$ cat src/rtl/proc_op_sequencer_pkg.sv
// Shared definitions for the command-driven process sequencer:
// op codes, FSM state encoding and the queued command word layout.
package proc_seq_pkg;

  localparam logic [1:0] OP_PASS = 2'b00;
  localparam logic [1:0] OP_CPL  = 2'b01;
  localparam logic [1:0] OP_SHR  = 2'b10;
  localparam logic [1:0] OP_SHL  = 2'b11;

  localparam logic [1:0] S_IDLE   = 2'd0;
  localparam logic [1:0] S_LOAD   = 2'd1;
  localparam logic [1:0] S_ITER   = 2'd2;
  localparam logic [1:0] S_RESULT = 2'd3;

  typedef struct packed {
    logic [3:0] data;
    logic [1:0] op;
    logic [1:0] sh;
    logic [1:0] rpt;
  } cmd_word_t;

  localparam int CMD_W = $bits(cmd_word_t);

  function automatic cmd_word_t pack_cmd(input logic [3:0] data, input logic [1:0] op,
                                         input logic [1:0] sh, input logic [1:0] rpt);
    cmd_word_t w;
    w.data = data;
    w.op   = op;
    w.sh   = sh;
    w.rpt  = rpt;
    return w;
  endfunction

endpackage

$ cat src/rtl/proc_op_sequencer_if.sv
// Command and result handshake bundle between a command source/result consumer
// (master) and the sequencer (slave).
interface proc_op_sequencer_if;
  logic       cmd_valid;
  logic       cmd_ready;
  logic [3:0] cmd_data;
  logic [1:0] cmd_op;
  logic [1:0] cmd_sh;
  logic [1:0] cmd_rpt;
  logic       res_valid;
  logic       res_ready;
  logic [3:0] res_data;

  modport master (
    output cmd_valid, cmd_data, cmd_op, cmd_sh, cmd_rpt, res_ready,
    input  cmd_ready, res_valid, res_data
  );

  modport slave (
    input  cmd_valid, cmd_data, cmd_op, cmd_sh, cmd_rpt, res_ready,
    output cmd_ready, res_valid, res_data
  );
endinterface

$ cat src/rtl/proc_op_sequencer_cmd_fifo.sv
// Synchronous command FIFO; pointers carry one extra wrap bit so that
// full/empty/count fall out of a single subtraction.
module cmd_fifo #(
  parameter int DEPTH = 4,
  parameter int W     = 10
) (
  input  logic                       clk,
  input  logic                       reset,
  input  logic                       push,
  input  logic                       pop,
  input  logic [W-1:0]               wdata,
  output logic [W-1:0]               rdata,
  output logic                       full,
  output logic                       empty,
  output logic [$clog2(DEPTH):0]     count
);
  localparam int AW = $clog2(DEPTH);

  logic [W-1:0] mem [DEPTH];
  logic [AW:0]  wr_ptr;
  logic [AW:0]  rd_ptr;
  logic         do_push;
  logic         do_pop;

  assign count   = wr_ptr - rd_ptr;
  assign full    = (count == (AW+1)'(DEPTH));
  assign empty   = (count == '0);
  assign do_push = push && !full;
  assign do_pop  = pop && !empty;
  assign rdata   = mem[rd_ptr[AW-1:0]];

  always_ff @(posedge clk or posedge reset) begin
    if (reset) begin
      wr_ptr <= '0;
      rd_ptr <= '0;
    end else begin
      if (do_push) wr_ptr <= wr_ptr + 1'b1;
      if (do_pop)  rd_ptr <= rd_ptr + 1'b1;
    end
  end

  // Storage needs no reset: entries are only visible between the pointers.
  always_ff @(posedge clk) begin
    if (do_push) mem[wr_ptr[AW-1:0]] <= wdata;
  end

endmodule

$ cat src/rtl/proc_op_sequencer.sv
// Command-driven sequencer for the 4-bit register + process datapath: queues
// commands, runs each op repeat+1 times through the datapath, returns the result.
//
// state    | meaning
// ---------+-------------------------------------------------------------
// S_IDLE   | waiting for a queued command; pops the FIFO head when present
// S_LOAD   | datapath register loads the command operand
// S_ITER   | datapath register recirculates dp_out, once per extra pass
// S_RESULT | register held, dp_out presented as res_data until accepted
module proc_op_sequencer
  import proc_seq_pkg::*;
#(
  parameter int DEPTH = 4
) (
  input  logic                clk,
  input  logic                reset,
  proc_op_sequencer_if.slave  bus,
  output logic                dp_load,
  output logic                dp_rg,
  output logic [3:0]          dp_in,
  output logic [1:0]          dp_ch,
  output logic [1:0]          dp_sh,
  input  logic [3:0]          dp_out,
  output logic                busy
);

  logic [1:0]              state;
  cmd_word_t               cur;
  logic [1:0]              cnt;

  cmd_word_t               fifo_head;
  logic [CMD_W-1:0]        fifo_rdata;
  logic                    fifo_full;
  logic                    fifo_empty;
  logic [$clog2(DEPTH):0]  fifo_count;
  logic                    fifo_push;
  logic                    fifo_pop;
  logic                    fifo_count_unused;

  assign fifo_push         = bus.cmd_valid && !fifo_full;
  assign fifo_pop          = (state == S_IDLE) && !fifo_empty;
  assign fifo_head         = cmd_word_t'(fifo_rdata);
  assign fifo_count_unused = ^fifo_count;

  cmd_fifo #(
    .DEPTH (DEPTH),
    .W     (CMD_W)
  ) u_cmd_fifo (
    .clk   (clk),
    .reset (reset),
    .push  (fifo_push),
    .pop   (fifo_pop),
    .wdata (pack_cmd(bus.cmd_data, bus.cmd_op, bus.cmd_sh, bus.cmd_rpt)),
    .rdata (fifo_rdata),
    .full  (fifo_full),
    .empty (fifo_empty),
    .count (fifo_count)
  );

  always_ff @(posedge clk or posedge reset) begin
    if (reset) begin
      state <= S_IDLE;
      cur   <= '0;
      cnt   <= '0;
    end else begin
      case (state)
        S_IDLE: begin
          if (!fifo_empty) begin
            cur   <= fifo_head;
            cnt   <= fifo_head.rpt;
            state <= S_LOAD;
          end
        end
        S_LOAD: begin
          state <= (cnt != '0) ? S_ITER : S_RESULT;
        end
        S_ITER: begin
          cnt <= cnt - 2'd1;
          if (cnt == 2'd1) state <= S_RESULT;
        end
        S_RESULT: begin
          if (bus.res_ready) state <= S_IDLE;
        end
        default: state <= S_IDLE;
      endcase
    end
  end

  // Op select stays on cur_* through RESULT because dp_out is combinational on it.
  assign busy          = (state != S_IDLE);
  assign dp_load       = (state == S_LOAD) || (state == S_ITER);
  assign dp_rg         = (state == S_ITER);
  assign dp_in         = (state == S_LOAD) ? cur.data : 4'd0;
  assign dp_ch         = busy ? cur.op : 2'd0;
  assign dp_sh         = busy ? cur.sh : 2'd0;

  assign bus.cmd_ready = !fifo_full;
  assign bus.res_valid = (state == S_RESULT);
  assign bus.res_data  = bus.res_valid ? dp_out : 4'd0;

endmodule

$ cat src/flat_wrapper.sv
// flat-port wrapper written by rule: the top's interface ports become plain ports
module proc_op_sequencer_flat import proc_seq_pkg::*;
#(
  parameter int DEPTH = 4
)
  (clk, reset, dp_load, dp_rg, dp_in, dp_ch, dp_sh, dp_out, busy, bus_cmd_valid, bus_cmd_data, bus_cmd_op, bus_cmd_sh, bus_cmd_rpt, bus_res_ready, bus_cmd_ready, bus_res_valid, bus_res_data);
  proc_op_sequencer_if bus_i ();
  input  logic clk;
  input  logic reset;
  output logic dp_load;
  output logic dp_rg;
  output logic [3:0] dp_in;
  output logic [1:0] dp_ch;
  output logic [1:0] dp_sh;
  input  logic [3:0] dp_out;
  output logic busy;
  input wire logic [$bits(bus_i.cmd_valid)-1:0] bus_cmd_valid;
  input wire logic [$bits(bus_i.cmd_data)-1:0] bus_cmd_data;
  input wire logic [$bits(bus_i.cmd_op)-1:0] bus_cmd_op;
  input wire logic [$bits(bus_i.cmd_sh)-1:0] bus_cmd_sh;
  input wire logic [$bits(bus_i.cmd_rpt)-1:0] bus_cmd_rpt;
  input wire logic [$bits(bus_i.res_ready)-1:0] bus_res_ready;
  output wire logic [$bits(bus_i.cmd_ready)-1:0] bus_cmd_ready;
  output wire logic [$bits(bus_i.res_valid)-1:0] bus_res_valid;
  output wire logic [$bits(bus_i.res_data)-1:0] bus_res_data;
  assign bus_i.cmd_valid = bus_cmd_valid;
  assign bus_i.cmd_data = bus_cmd_data;
  assign bus_i.cmd_op = bus_cmd_op;
  assign bus_i.cmd_sh = bus_cmd_sh;
  assign bus_i.cmd_rpt = bus_cmd_rpt;
  assign bus_i.res_ready = bus_res_ready;
  assign bus_cmd_ready = bus_i.cmd_ready;
  assign bus_res_valid = bus_i.res_valid;
  assign bus_res_data = bus_i.res_data;
  proc_op_sequencer #(.DEPTH(DEPTH)) u_core (.clk(clk), .reset(reset), .bus(bus_i), .dp_load(dp_load), .dp_rg(dp_rg), .dp_in(dp_in), .dp_ch(dp_ch), .dp_sh(dp_sh), .dp_out(dp_out), .busy(busy));
endmodule
$ cat config.mk
export PLATFORM = sky130hd
export DESIGN_NAME = proc_op_sequencer_flat
export DESIGN_NICKNAME = d
export VERILOG_FILES = /design/src/rtl/proc_op_sequencer_pkg.sv /design/src/rtl/proc_op_sequencer_if.sv /design/src/rtl/proc_op_sequencer_cmd_fifo.sv /design/src/rtl/proc_op_sequencer.sv /design/src/flat_wrapper.sv
export SDC_FILE = /design/constraint.sdc
export NUM_CORES = 1
export LEC_CHECK = 0
export CAP_MARGIN = 25
export CORE_AREA = 8 8 81 83
export CTS_CLUSTER_DIAMETER = 30
export DETAILED_ROUTE_END_ITERATION = 10
export DIE_AREA = 0 0 89 91
export PLACE_DENSITY = 0.72
export SYNTH_ARGS = -nofsm -noshare
export SYNTH_HDL_FRONTEND = slang
export SYNTH_SLANG_ARGS = --single-unit
$ cat constraint.sdc
create_clock -name clk -period 5.3 [get_ports clk]
set_clock_uncertainty 0.2 [all_clocks]
set_input_delay 0.795 -clock clk [delete_from_list [all_inputs] [get_ports clk]]
set_output_delay 0.795 -clock clk [all_outputs]
set_load 0.01 [all_outputs]
# Word-level counts from Yosys, hierarchy flattened
# Memories as Yosys holds them, arrays and structs flattened.
# Cells that the tools add are included.
# Widths: inputs -> output; s select.
[classes]
n_addsub = 4
n_mul = 0
n_div = 0
magnitude_cmp = 0
eq_ne = 8
shift = 0
mux = 13
n_bitwise = 1
reduce_logical = 15
[ops]
columns = ["cell", "count"]
rows = [
  ["$mux 2", 6],
  ["$mux 4", 2],
  ["$pmux 2 s4", 1],
  ["$add 3x1->3 const B", 2],
  ["$reduce_bool 2->1", 3],
  ["$eq 2x1->1 const B", 2],
  ["$eq 2x2->1 const B", 2],
  ["$logic_and 1x1->1", 4],
  ["$ne 2x2->1 const B", 2],
  ["$pmux 2 s2", 1],
  ["$reduce_and 2->1", 2],
  ["$eq 3x3->1 const B", 1],
  ["$logic_not 3->1", 1],
  ["$mux 1", 3],
  ["$reduce_and 3->1", 1],
  ["$sub 3x3->3", 1],
  ["$logic_not 1->1", 2],
  ["$logic_not 2->1", 1],
  ["$ne 2x1->1 const B", 1],
  ["$sub 2x1->2 const B", 1],
  ["$logic_or 1x1->1", 1],
  ["$not 1->1", 1],
]
[word_totals]
reg_bits = 18
latch_bits = 0
ram_bits = 40
rom_bits = 0
in_bits = 18
out_inout_bits = 17
word_cells = 49
n_memories = 1
[memory_table]
columns = ["name", "words", "word_bits", "rd", "rd_clocked_by_memory_dff", "wr", "line", "text"]
rows = [
  ["u_core.u_cmd_fifo.mem", 4, 10, 1, 0, 1, "proc_op_sequencer_cmd_fifo.sv:19", "logic [W-1:0] mem [DEPTH];"],
]

# Logic depth before layout (Yosys ltp)
[depth]
depth_word = 7
ltp_mapped = 8
ltp_nobuf = 7

# Modules after synthesis
# A second synthesis with hierarchy kept.
[hier_totals]
hier_cells = 163
hier_area_um2 = 2636.3
[modules_own_cells]
columns = ["mod", "n_inst", "cells_each", "area_per_inst_um2", "seq_area_each_um2"]
rows = [
  ["cmd_fifo", 1, 96, 1890.6, 1351.3],
  ["proc_op_sequencer", 1, 67, 745.7, 300.3],
]

# Worst setup path after synthesis
# Ideal clock, no wire load.
[synth_path]
path_type = "register -> register"
startpoint = "reg u_core.u_cmd_fifo.rd_ptr[1]"
endpoint = "mem u_core.u_cmd_fifo.mem[3][0] (enable)"
setup_time_ns = 0.351
arrival_time_ns = 1.987
required_ns = 4.749
path_slack_ns = 2.763
stages_incl_launch_ff = 8
path_buffers = 1
period_less_slack_ns = 2.537
path_cell_list = "dfrtp_1 -> buf_1 -> inv_1 -> ha_1 -> nor2b_1 -> xnor2_2 -> a31oi_1 -> and2_1"
[synth_between]
elab_chain_len = 7
[synth_lines]
columns = ["element", "line", "text"]
rows = [
  ["start: declaration", "proc_op_sequencer_cmd_fifo.sv:21", "logic [AW:0] rd_ptr;"],
  ["start signal: assignment", "proc_op_sequencer_cmd_fifo.sv:38", "if (do_pop) rd_ptr <= rd_ptr + 1'b1;"],
  ["$sub 3x3->3 *", "proc_op_sequencer_cmd_fifo.sv:25", "assign count = wr_ptr - rd_ptr;"],
  ["$eq 3x3->1 *", "proc_op_sequencer_cmd_fifo.sv:26", "assign full = (count == (AW+1)'(DEPTH));"],
  ["$logic_not 1->1 *", "proc_op_sequencer_cmd_fifo.sv:28, proc_op_sequencer.sv:40", ""],
  ["$logic_and 1x1->1", "proc_op_sequencer.sv:40", "assign fifo_push = bus.cmd_valid && !fifo_full;"],
  ["$logic_and 1x1->1 *", "proc_op_sequencer_cmd_fifo.sv:28", "assign do_push = push && !full;"],
  ["$mux 1 *", "proc_op_sequencer_cmd_fifo.sv:44", "if (do_push) mem[wr_ptr[AW-1:0]] <= wdata;"],
  ["$mux 1 (implied by the code) *", "proc_op_sequencer_cmd_fifo.sv:44", ""],
  ["end: declaration", "proc_op_sequencer_cmd_fifo.sv:19", ""],
]
# Mark *: on every way between the ends. The rest lies on a longest branch, timed or not.

# Final worst setup path
[layout_path]
startpoint = "reg u_core.u_cmd_fifo.rd_ptr[0]"
endpoint = "out bus_cmd_ready"
[layout_between]
elab_chain_len = 3
[layout_lines]
columns = ["element", "line", "text"]
rows = [
  ["$sub 3x3->3", "proc_op_sequencer_cmd_fifo.sv:25", ""],
  ["$eq 3x3->1", "proc_op_sequencer_cmd_fifo.sv:26", ""],
  ["$logic_not 1->1", "proc_op_sequencer.sv:97", "assign bus.cmd_ready = !fifo_full;"],
  ["end: declaration", "flat_wrapper.sv:23", "output wire logic [$bits(bus_i.cmd_ready)-1:0] bus_cmd_ready;"],
]
# Every way passes these cells.

==> results.cfg <==
[run_status]
status = complete, no violations

[placement]
dp_cells = 259
port_buffers = 34
dp_hpwl_um = 3208
routabilityCongestion = 0.6954
placed_cell_area_um2 = 2957

[synth]
async_flop_share = 0.3103
seq_area_frac_synth = 0.6506
syn_area_per_cell_um2 = 16.27
synth_area_leaders = edfxtp_1, dfrtp_1, mux4_2
netlist.area_leader.share = 0.4731
synthFlopType = edfxtp_1
ys_ff_latch = 58
synth-edff-count = 40
synth_most_common_cell = edfxtp_1
synth_common_cells = edfxtp_1, dfrtp_1, ha_1, inv_1, and2_1
syn_inst = 156
syn_nets = 188
synth_top_area_cell = edfxtp_1
synth_cell_types = 29
netlist_area_um2 = 2539
yosys_warnings = 0

[cts]
clk_latency_ns = 0.32
h-tree-depth = 3
cts_hold_buf = 0
cts_buffers = 9
clk_pin_slew_ns = 0.06
cts-root-buf = clkbuf_8
cts_tree = built
cts_num_sinks = 58
cts_resized = 0
clockBufferDepth = 2
cts_setup_buffers = 0

[power]
pwr_density_cell_nw_per_um2 = 611.0
peakVddDrop_mv = 0.3509
power.leakage_nw = 1.204
finalPower_w = 0.001932

[floorplan]
ios = 35
die-height_um = 91
core_um2 = 5338
dieArea_um2 = 8099
rows = 27
die_x_um = 89
start_util = 0.4756

[cells_and_area]
register_area_um2 = 1652
fin_cells = 275
utilization = 0.5924
nets = 230
design_area_um2 = 3162
insertedDiodeCount = 0
multi_input_area_um2 = 825.8
area.growth.synth_to_final_pct = 24.54
fillers = 443
drive_above_1_share = 0.1675

[critical_path]
cp.depth = 5
critPathSlowestCell = dfrtp_1
rr_endpoint = u_core.u_cmd_fifo.mem[3][6]
reg2reg_from = u_core.u_cmd_fifo.rd_ptr[0]
crit_buf_inv = 1
crit_path_end = bus_cmd_ready
critPathRequiredTime_ns = 4.30
worst-path-max-fanout = 13
path_cells = ha_1, nor2b_1, xnor2_2, nand3_1, clkdlybuf4s50_1
worst_path_largest_cell_delay_ns = 0.84
rr_worst_depth = 5
ff2ff_setup_slack_ns = 2.27
crit_path_end_kind = output port
worstSetupPathType = reg2out
critical_path.top_delay_family = flip-flops
startpoint = u_core.u_cmd_fifo.rd_ptr[0]
start_kind = register
arrival_ns = 2.40

[timing]
maxSlewHeadroom = 0.4875
hold_violations = 0
finalSetupViolCount = 0
tns_ns = 0
worst_slew_pin_slew_ns = 0.7688
maxSlewViolCount = 0
fmax_mhz = 295.0
period_minus_slack_ns = 3.390
post-route-period-util = 0.6396
rsz0062_at_grt = false

[routing]
num_vias = 1374
drtIter0Drc = 104
dr.pass1.iters = 4
vias_per_cell = 4.996
route.detailed.drc = 0
avgRoutedWirePerCell_um = 16.73
antenna_left = 0
wirelength_um = 4602

[global_route]
antenna_found_initial = 0
grt_overflow = 0
grt_max_degree = 19
track_usage = 0.1238
first_global_vias = 1478
grt_first_pass_wirelength_um = 7431

[flow_run]
max-cap-violations = 0

[hold_path]
worstHoldPathType = reg2reg
layout make-up:
class                           instances  share of cell area
Tap cell                               72             0.02849
Timing Repair Buffer                   34              0.1076
Clock inverter                          4             0.01583
Clock buffer                           12             0.04907
Sequential cell                        58              0.5224
Inverter                               13             0.01543
Multi-Input combinational cell         82              0.2612
worst min path at each step:
stage	start	end	slack, ns	depth (start not counted)
2_1_floorplan	u_core.cur[5]	u_core.cur[5]	0.26	1
3_3_place_gp	u_core.cur[5]	u_core.cur[5]	0.27	1
3_5_place_dp	u_core.cur[5]	u_core.cur[5]	0.27	1
4_1_cts	u_core.cur[5]	u_core.cur[5]	0.29	1
5_1_grt	u_core.u_cmd_fifo.wr_ptr[2]	u_core.u_cmd_fifo.wr_ptr[2]	0.30	1
6_report	u_core.cur[5]	u_core.cur[5]	0.28	1
sequential cells by signal (all words and copies together), names as in the netlist:
name	count
u_core.state	2
u_core.cnt	2
u_core.u_cmd_fifo.wr_ptr	3
u_core.cur	8
u_core.u_cmd_fifo.rd_ptr	3
u_core.u_cmd_fifo.mem	40
per-layer routing:
metal  vias up  GRT usage  part of all wire  wire length [um]
met5         -          0                 0                 0
met4         0    0.05825             0.013                62
met3         5    0.03784             0.058               265
met2        29     0.2146              0.53              2460
met1       681     0.1324              0.39              1813
li1        659          -                 -                 -
metrics by stage:
step / hold slack, ns / worst slack [ns]
floorplan: 0.2562 / 2.763
global placement: 0.2730 / 2.239
detailed placement: 0.2730 / 2.201
CTS: 0.2876 / 1.849
global route: 0.2981 / 1.726
finish: 0.2823 / 1.910
where the power goes:
group / switching, W / internal, W
Sequential: 0.000107 / 0.000644
Clock: 0.000166 / 0.000242
Combinational: 0.000361 / 0.000412
cell usage in the layout, fill, tap and decap left out:
cell             netlist  layout
clkbuf_8               0      11
clkinvlp_4             0       1
o21ai_0                3       3
dfrtp_1               18      18
nor2_1                 2       2
mux4_2                10      10
xor2_1                 1       1
o2111ai_1              1       1
mux2i_1                1       1
edfxtp_1              40      40
inv_1                 13      13
a21oi_1                1       1
a222oi_1               1       1
xnor2_2                1       1
nand2_2                1       1
or2_1                  1       1
xnor2_1                4       4
nor2b_1                5       5
a211oi_1               3       3
ha_1                  14      14
clkbuf_1               1       1
nand3_1                2       2
a31oi_1                2       2
o211ai_1               1       1
clkinv_4               0       1
nand2_1                5       5
clkdlybuf4s50_1        0      34
bufinv_16              0       1
mux2_2                 8       8
and2_1                12      12
and3_1                 1       1
clkinv_1               0       1
mux2_1                 2       2
logic make-up (layout without fill, tap and decap cells):
logic type	after synthesis	count (layout)	synth area share
mux	21	21	0.1370
compound gates	12	12	0.03203
xor+xnor	6	6	0.02366
fa+ha+maj	14	14	0.06900
flops	58	58	0.6506
simple gates	29	29	0.06358
buf+inv	16	63	0.02415
Power figures use the tool's default switching activity.
